==> src/rtl/lelbc_pkg.sv <==
// Shared constants for the LELBC cipher family: S-boxes, bit permutation,
// round constants and the control FSM encoding.
package lelbc_pkg;

    localparam int BLK_W_DEF  = 64;
    localparam int KEY_W_DEF  = 128;
    localparam int ROUNDS_DEF = 16;
    localparam int CNT_W_DEF  = 5;

    // Key register rotation per round, in bits.
    localparam int KEY_ROT = 16;

    localparam logic [3:0] SBOX [16] = '{
        4'hC, 4'h5, 4'h6, 4'hB, 4'h9, 4'h0, 4'hA, 4'hD,
        4'h3, 4'hE, 4'hF, 4'h8, 4'h4, 4'h7, 4'h1, 4'h2
    };

    localparam logic [3:0] SBOX_INV [16] = '{
        4'h5, 4'hE, 4'hF, 4'h8, 4'hC, 4'h1, 4'h2, 4'hD,
        4'hB, 4'h4, 4'h6, 4'h3, 4'h0, 4'h7, 4'h9, 4'hA
    };

    localparam logic [7:0] RC [32] = '{
        8'h01, 8'h03, 8'h07, 8'h0F, 8'h1F, 8'h3E, 8'h3D, 8'h3B,
        8'h37, 8'h2F, 8'h1E, 8'h3C, 8'h39, 8'h33, 8'h27, 8'h0E,
        8'h1D, 8'h3A, 8'h35, 8'h2B, 8'h16, 8'h2C, 8'h18, 8'h30,
        8'h21, 8'h02, 8'h05, 8'h0B, 8'h17, 8'h2E, 8'h1C, 8'h38
    };

    typedef enum logic [1:0] {S_IDLE, S_RUN, S_DONE} fsm_t;

    // Bit j of the substituted block moves to this position; the top bit is fixed.
    function automatic int perm_pos(input int j, input int n);
        return (j == n - 1) ? j : (j * (n / 4)) % (n - 1);
    endfunction

endpackage

==> src/rtl/lelbc_round_fn.sv <==
// One LELBC round, forward or inverse, as pure combinational logic.
// Decrypt undoes the key update first, then strips the layers with that key.
module lelbc_round_fn
    import lelbc_pkg::*;
#(
    parameter int BLK_W = BLK_W_DEF,
    parameter int KEY_W = KEY_W_DEF,
    parameter int CNT_W = CNT_W_DEF
) (
    input  logic [BLK_W-1:0] st,
    input  logic [KEY_W-1:0] rk,
    input  logic [CNT_W-1:0] idx,
    input  logic             dec,
    output logic [BLK_W-1:0] st_nx,
    output logic [KEY_W-1:0] rk_nx
);

    logic [BLK_W-1:0] x, sub, perm, iperm, isub;
    logic [KEY_W-1:0] k_rot, k_fwd, t_inv, k_inv;
    logic [4:0]       rc_idx;

    assign rc_idx = 5'(idx);
    assign x      = st ^ rk[BLK_W-1:0];

    for (genvar i = 0; i < BLK_W / 4; i++) begin : g_sbox
        assign sub[4*i +: 4]  = SBOX[x[4*i +: 4]];
        assign isub[4*i +: 4] = SBOX_INV[iperm[4*i +: 4]];
    end

    for (genvar j = 0; j < BLK_W; j++) begin : g_perm
        localparam int DST = perm_pos(j, BLK_W);
        assign perm[DST] = sub[j];
        assign iperm[j]  = st[DST];
    end

    // Forward key update: rotate left, substitute top nibble, mix round constant.
    assign k_rot = {rk[KEY_W-KEY_ROT-1:0], rk[KEY_W-1:KEY_W-KEY_ROT]};
    assign k_fwd = {SBOX[k_rot[KEY_W-1 -: 4]], k_rot[KEY_W-5:8], k_rot[7:0] ^ RC[rc_idx]};
    assign t_inv = {SBOX_INV[rk[KEY_W-1 -: 4]], rk[KEY_W-5:8], rk[7:0] ^ RC[rc_idx]};
    assign k_inv = {t_inv[KEY_ROT-1:0], t_inv[KEY_W-1:KEY_ROT]};

    assign st_nx = dec ? (isub ^ k_inv[BLK_W-1:0]) : perm;
    assign rk_nx = dec ? k_inv : k_fwd;

endmodule

==> src/rtl/lelbc_iter_core.sv <==
// Iterative LELBC core: one round per clock, valid/ready on both sides,
// encrypt/decrypt, abort, and back-to-back accept from DONE.
module lelbc_iter_core
    import lelbc_pkg::*;
#(
    parameter int BLK_W  = BLK_W_DEF,
    parameter int KEY_W  = KEY_W_DEF,
    parameter int ROUNDS = ROUNDS_DEF,
    parameter int CNT_W  = CNT_W_DEF
) (
    input  logic             clk,
    input  logic             rst,
    input  logic             in_valid,
    output logic             in_ready,
    input  logic [BLK_W-1:0] in_data,
    input  logic [KEY_W-1:0] in_key,
    input  logic             in_dec,
    input  logic             abort,
    output logic             out_valid,
    input  logic             out_ready,
    output logic [BLK_W-1:0] out_data,
    output logic             busy
);

    localparam logic [CNT_W-1:0] LAST = CNT_W'(ROUNDS - 1);

    fsm_t             fsm;
    logic [BLK_W-1:0] st, st_nx;
    logic [KEY_W-1:0] rk, rk_nx;
    logic [CNT_W-1:0] cnt, idx;
    logic             dec;
    logic             accept;

    // NOTE: in_ready is combinational so a result can be drained and a new block taken on one edge.
    assign in_ready = (fsm == S_IDLE) || ((fsm == S_DONE) && out_ready);
    assign accept   = in_valid && in_ready;
    assign busy     = (fsm == S_RUN);
    assign idx      = dec ? (LAST - cnt) : cnt;

    lelbc_round_fn #(.BLK_W(BLK_W), .KEY_W(KEY_W), .CNT_W(CNT_W)) u_round (
        .st    (st),
        .rk    (rk),
        .idx   (idx),
        .dec   (dec),
        .st_nx (st_nx),
        .rk_nx (rk_nx)
    );

    always_ff @(posedge clk or posedge rst) begin
        if (rst) begin
            fsm       <= S_IDLE;
            cnt       <= '0;
            st        <= '0;
            rk        <= '0;
            dec       <= 1'b0;
            out_data  <= '0;
            out_valid <= 1'b0;
        end else begin
            case (fsm)
                S_IDLE: begin
                    if (accept) begin
                        st  <= in_data;
                        rk  <= in_key;
                        dec <= in_dec;
                        cnt <= '0;
                        fsm <= S_RUN;
                    end
                end
                S_RUN: begin
                    if (abort) begin
                        cnt <= '0;
                        fsm <= S_IDLE;
                    end else begin
                        st <= st_nx;
                        rk <= rk_nx;
                        if (cnt == LAST) begin
                            cnt       <= '0;
                            out_data  <= st_nx;
                            out_valid <= 1'b1;
                            fsm       <= S_DONE;
                        end else begin
                            cnt <= cnt + 1'b1;
                        end
                    end
                end
                S_DONE: begin
                    if (out_ready) begin
                        out_valid <= 1'b0;
                        if (in_valid) begin
                            st  <= in_data;
                            rk  <= in_key;
                            dec <= in_dec;
                            cnt <= '0;
                            fsm <= S_RUN;
                        end else begin
                            fsm <= S_IDLE;
                        end
                    end
                end
                default: fsm <= S_IDLE;
            endcase
        end
    end

endmodule
==> config.mk <==
export PLATFORM = sky130hd
export DESIGN_NAME = lelbc_iter_core
export DESIGN_NICKNAME = d
export VERILOG_FILES = /design/src/rtl/lelbc_pkg.sv /design/src/rtl/lelbc_round_fn.sv /design/src/rtl/lelbc_iter_core.sv
export SDC_FILE = /design/constraint.sdc
export NUM_CORES = 1
export LEC_CHECK = 0
export BUFFER_PORTS_ARGS = -buffer_cell sky130_fd_sc_hd__buf_2
export CAP_MARGIN = 5
export CORE_MARGIN = 2
export CORE_UTILIZATION = 55
export DETAILED_ROUTE_END_ITERATION = 8
export PLACE_DENSITY = 0.76
export SYNTH_ARGS = -nofsm -noshare
export SYNTH_HDL_FRONTEND = slang
export SYNTH_HIERARCHICAL = 1
export SYNTH_SLANG_ARGS = --single-unit
==> constraint.sdc <==
create_clock -name clk -period 11 [get_ports clk]
set_input_delay 1.65 -clock clk [delete_from_list [all_inputs] [get_ports clk]]
set_output_delay 1.65 -clock clk [all_outputs]
set_load 0.02 [all_outputs]
==> reports/summary.md <==
The logs give 2580 for the net count reported at finish and 0 for the setup fix buffers added after clock tree synthesis. The run gives 5 as the total iterations of the first detailed-routing run. For the last weighted congestion value of the routability-driven placer, the log shows 0.920. The worst setup path is of the flip-flop to flip-flop kind. For the count of final hold-check violations, the log shows 0. The run gives 4420 ps as the arrival time at the worst endpoint. Across all hold checks on the routed design, the worst slack comes to 478 ps.

The layout has 3296 filler cells. The initial antenna violation count is 1. Of the total power, the share spent switching nets is 47.2%. Via density per instance: 5.97.

The maximum vdd drop is 0.151 mV, and the total setup violations reported at the end of the flow is 0. The tools report the final number of max-transition violations as 0. TritonCTS built the clock tree. In the layout the commonest cells are 385 x sky130_fd_sc_hd__mux2_2, 264 x sky130_fd_sc_hd__dfrtp_1, 264 x sky130_fd_sc_hd__buf_2.

The netlist uses 72 different library cells. In this run the static leakage power is 11.6 nW. The run gives 93200 µm as the first-pass GRT wire length. The worst setup path is captured at a flip-flop.

Summing the sequential cell areas from Yosys gives 28.9% of the chip area. The worst hold path belongs to the class flip-flop to flip-flop. The synthesized-area fraction occupied by and/or/nand/nor cells came out at 4.22%.

The setup TNS after final layout was 0 ps. The clock slew seen by the registers of the worst setup and hold paths was 60 ps; the synthesized area was 0.0230 mm². Measured against its own limit, the worst slew margin works out to 22.5%. The library cell used most frequently in the layout, excluding fill and tap cells, is sky130_fd_sc_hd__mux2_2. The tools report the row count as 74.

The run finished with clean final reports. The tool flagged a number of max-cap violations equal to 0. After detailed routing, the total wire length is 60500 µm.

Area share of xor/xnor cells in the synthesized design: 8.16%. The tools report the cell at the root of the clock tree as sky130_fd_sc_hd__clkbuf_16. Per report_power, the combinational group accounts for 64.5% of the total. The wire-length estimate of the detail-placed layout is 45000 µm. The total of buffers placed on input and output ports works out to 264. Once layout is complete, the utilization of the core stands at 61.5%. After detailed routing, the number of remaining DRC violations is 0. The die span in x was 208 µm; the highest fanout seen on the critical path was 82. For the overall fraction of global-route tracks in use, the log shows 27.3%. From synthesis to final layout, the design area changed by 9.80%. Dividing the final minimum period by the clock period gives 36.0%. The worst setup path is launched from a flip-flop. Sequential cells burn 24.5% of the power.

In this run the vertical extent of the chip is 208 µm. After synthesis, the share of cell area in mux cells is 36.3%. After the first detailed-routing iteration, the DRC count stood at 1434.

The number of H-tree branching levels was 1; the routed length per placed instance was 21.9 µm. The share of flip-flops with an asynchronous set or reset after synthesis is 100%. Once the floorplan was initialized, standard cells occupied 56.0% of the core. Dividing total power by cell area gives a power density of 363 mW/mm².

STA puts the critical path data required time at 11460 ps. The top flip-flop cell by instance count after synthesis was sky130_fd_sc_hd__dfrtp_1. In this run the count of I/O pins placed on the die edge is 265. The number of clock buffers added by TritonCTS is 31.

The average instance area after synthesis came out at 11.3 µm². After floorplanning, the core was sized to cover 0.0410 mm². The count of nets left with antenna violations once routing finished came out at 0.

For this run the aggregate overflow at the end of global routing stands at 0. The run gives 4.32 mW as the net switching component of the power. The number of diodes is 0.

Setup repair after global routing left no endpoint under its margin. After synthesis, the largest family of logic cells by area is multiplexers. In this run, synthesis inferred 0 flip-flops with an integrated enable. Counting every instance in the synthesized netlist gives 2023. For the relative contribution of the clock network to total power, the log shows 11.0%. Cells with a size suffix above 1 make up 39.0% of the layout. Based on the critical path, the design can be clocked at up to 253 MHz. Entering global routing, the biggest net connects 193 pins. The routed via count was 16500. Counting flops and latches in the post-synthesis netlist gives 265. The synthesized net count is 2396, and the number of global-route vias before repair is 16300. The synthesized netlist devotes 7.09% of its cell area to compound gates.

Of the total synthesized cell area, the portion taken by full adders, half adders and majority gates is 9.54%. The maximum root-to-sink buffer count was 3. For the TritonCTS sink count, the log shows 265. The internal power is 4.83 mW, and the worst-margin pin slew is 1160 ps. In this run, post-CTS hold repair placed 0 buffers. The run gives 13.3 ps as the worst clock skew. The run gives 0 as the number of gates resized after CTS.

The die covers 0.0434 mm². The final period demand of the worst path works out to 3960 ps. The count of synthesis-stage warnings from yosys was 6.

The run gives 580 ps as the clock latency of the later-clocked register in the worst-skew pair.
## synth_stat cells (4+ instances only)
master	n	share of area [%]
sky130_fd_sc_hd__mux2_2	385	19
sky130_fd_sc_hd__dfrtp_1	265	29
sky130_fd_sc_hd__ha_1	175	9.5
sky130_fd_sc_hd__mux2_1	151	7.4
sky130_fd_sc_hd__inv_1	122	2.0
sky130_fd_sc_hd__nor2_1	98	1.6
sky130_fd_sc_hd__a21oi_1	87	1.9
sky130_fd_sc_hd__xnor2_1	67	2.6
sky130_fd_sc_hd__nand2_1	64	1.0
sky130_fd_sc_hd__xor2_1	59	2.3
sky130_fd_sc_hd__mux2i_1	54	2.4
sky130_fd_sc_hd__mux4_2	51	5.0
sky130_fd_sc_hd__buf_2	45	0.98
sky130_fd_sc_hd__a211oi_1	41	1.3
sky130_fd_sc_hd__mux2_4	38	2.5
sky130_fd_sc_hd__o21ai_0	32	0.70
sky130_fd_sc_hd__xnor2_2	32	2.3
sky130_fd_sc_hd__buf_4	28	0.92
sky130_fd_sc_hd__buf_6	21	1.0
sky130_fd_sc_hd__o21ai_1	21	0.46
sky130_fd_sc_hd__clkbuf_1	18	0.29
sky130_fd_sc_hd__nor3_1	17	0.37
sky130_fd_sc_hd__nand3_1	16	0.35
sky130_fd_sc_hd__xor2_2	12	0.85
sky130_fd_sc_hd__a21o_1	11	0.36
sky130_fd_sc_hd__inv_2	11	0.18
sky130_fd_sc_hd__o221ai_1	9	0.34
sky130_fd_sc_hd__nand2b_1	8	0.22
sky130_fd_sc_hd__o211ai_1	8	0.26
sky130_fd_sc_hd__nor2b_1	7	0.19
sky130_fd_sc_hd__buf_1	5	0.082
sky130_fd_sc_hd__a211o_1	4	0.15
sky130_fd_sc_hd__a21oi_2	4	0.15
sky130_fd_sc_hd__buf_8	4	0.26
sky130_fd_sc_hd__nand3b_1	4	0.13
## power groups by stage
| stage | combinational (mW) | sequential, mW | clock (mW) |
|---|---|---|---|
| global route | 6.42 | 2.31 | 1.06 |
| global placement | 5.50 | 2.21 | 0 |
| floorplan | 4.80 | 1.74 | 0 |
| CTS | 5.82 | 2.22 | 1.02 |
| finish | 5.90 | 2.25 | 1.00 |
| detailed placement | 5.78 | 2.24 | 0 |
## cells by family after synthesis
group / count (synthesis)
AND/OR/NAND/NOR: 223
flip-flops: 265
XOR/XNOR: 172
buffers and inverters: 255
multiplexers: 681
AO/OA/AOI/OAI: 252
adder cells (fa/ha/maj): 175
## flip-flops by register name, summed over array words and instances, names as in the netlist
register,cells
rk,128
out_data,64
st,64
cnt,5
fsm,2
dec,1
out_valid,1
## layer usage
metal  vias up  wire length [µm]  global-route usage, %
met1      8285             27500                   39.6
met2       565             27100                   42.2
met4         0              1860                   9.03
met5         -                 0                      0
met3        93              3990                   3.76
li1       7531                 -                      -
## through the flow
step	cells	worst slack, ps	total power, mW	cell area, µm²
final	2758	7040	9.15	25200
after global routing	2758	6830	9.79	25200
after CTS	2758	7090	9.07	25200
after detailed placement	2706	7110	8.02	24300
after global placement	2706	7220	7.71	24300
after floorplan	2023	2050	6.54	23000
## worst max-delay path, stage by stage (launching register included)
cell                        delay (ps)
sky130_fd_sc_hd__dfrtp_4          1080
sky130_fd_sc_hd__xor2_1            670
sky130_fd_sc_hd__inv_1             230
sky130_fd_sc_hd__ha_1              360
sky130_fd_sc_hd__o2111ai_1         290
sky130_fd_sc_hd__o311ai_2          200
sky130_fd_sc_hd__xor2_1            200
sky130_fd_sc_hd__mux2_2            270
sky130_fd_sc_hd__mux2_1            280
sky130_fd_sc_hd__mux2_2            260
## path summary, 6_finish.rpt
| path | from | to | slack (ps) | cells past startpoint |
|---|---|---|---|---|
| min in group asynchronous | rst | out_data[3] | 1280 | 2 |
| worst min register to register | out_valid | out_valid | 480 | 1 |
| worst min-delay path | out_valid | out_valid | 480 | 1 |
| max in group asynchronous | rst | out_data[63] | 8190 | 3 |
| worst max register to register | dec | rk[115] | 7040 | 9 |
| worst max-delay path | dec | rk[115] | 7040 | 9 |
## final cells by class
class,instances,area [µm²],area share [%]
Multi-Input combinational cell,1503,15000,59.6
Sequential cell,265,6640,26.3
Timing Repair Buffer,273,1410,5.61
Clock buffer,45,898,3.56
Tap cell,532,666,2.64
Inverter,133,507,2.01
Clock inverter,7,60.1,0.238
(Power assumes the default switching activity.)
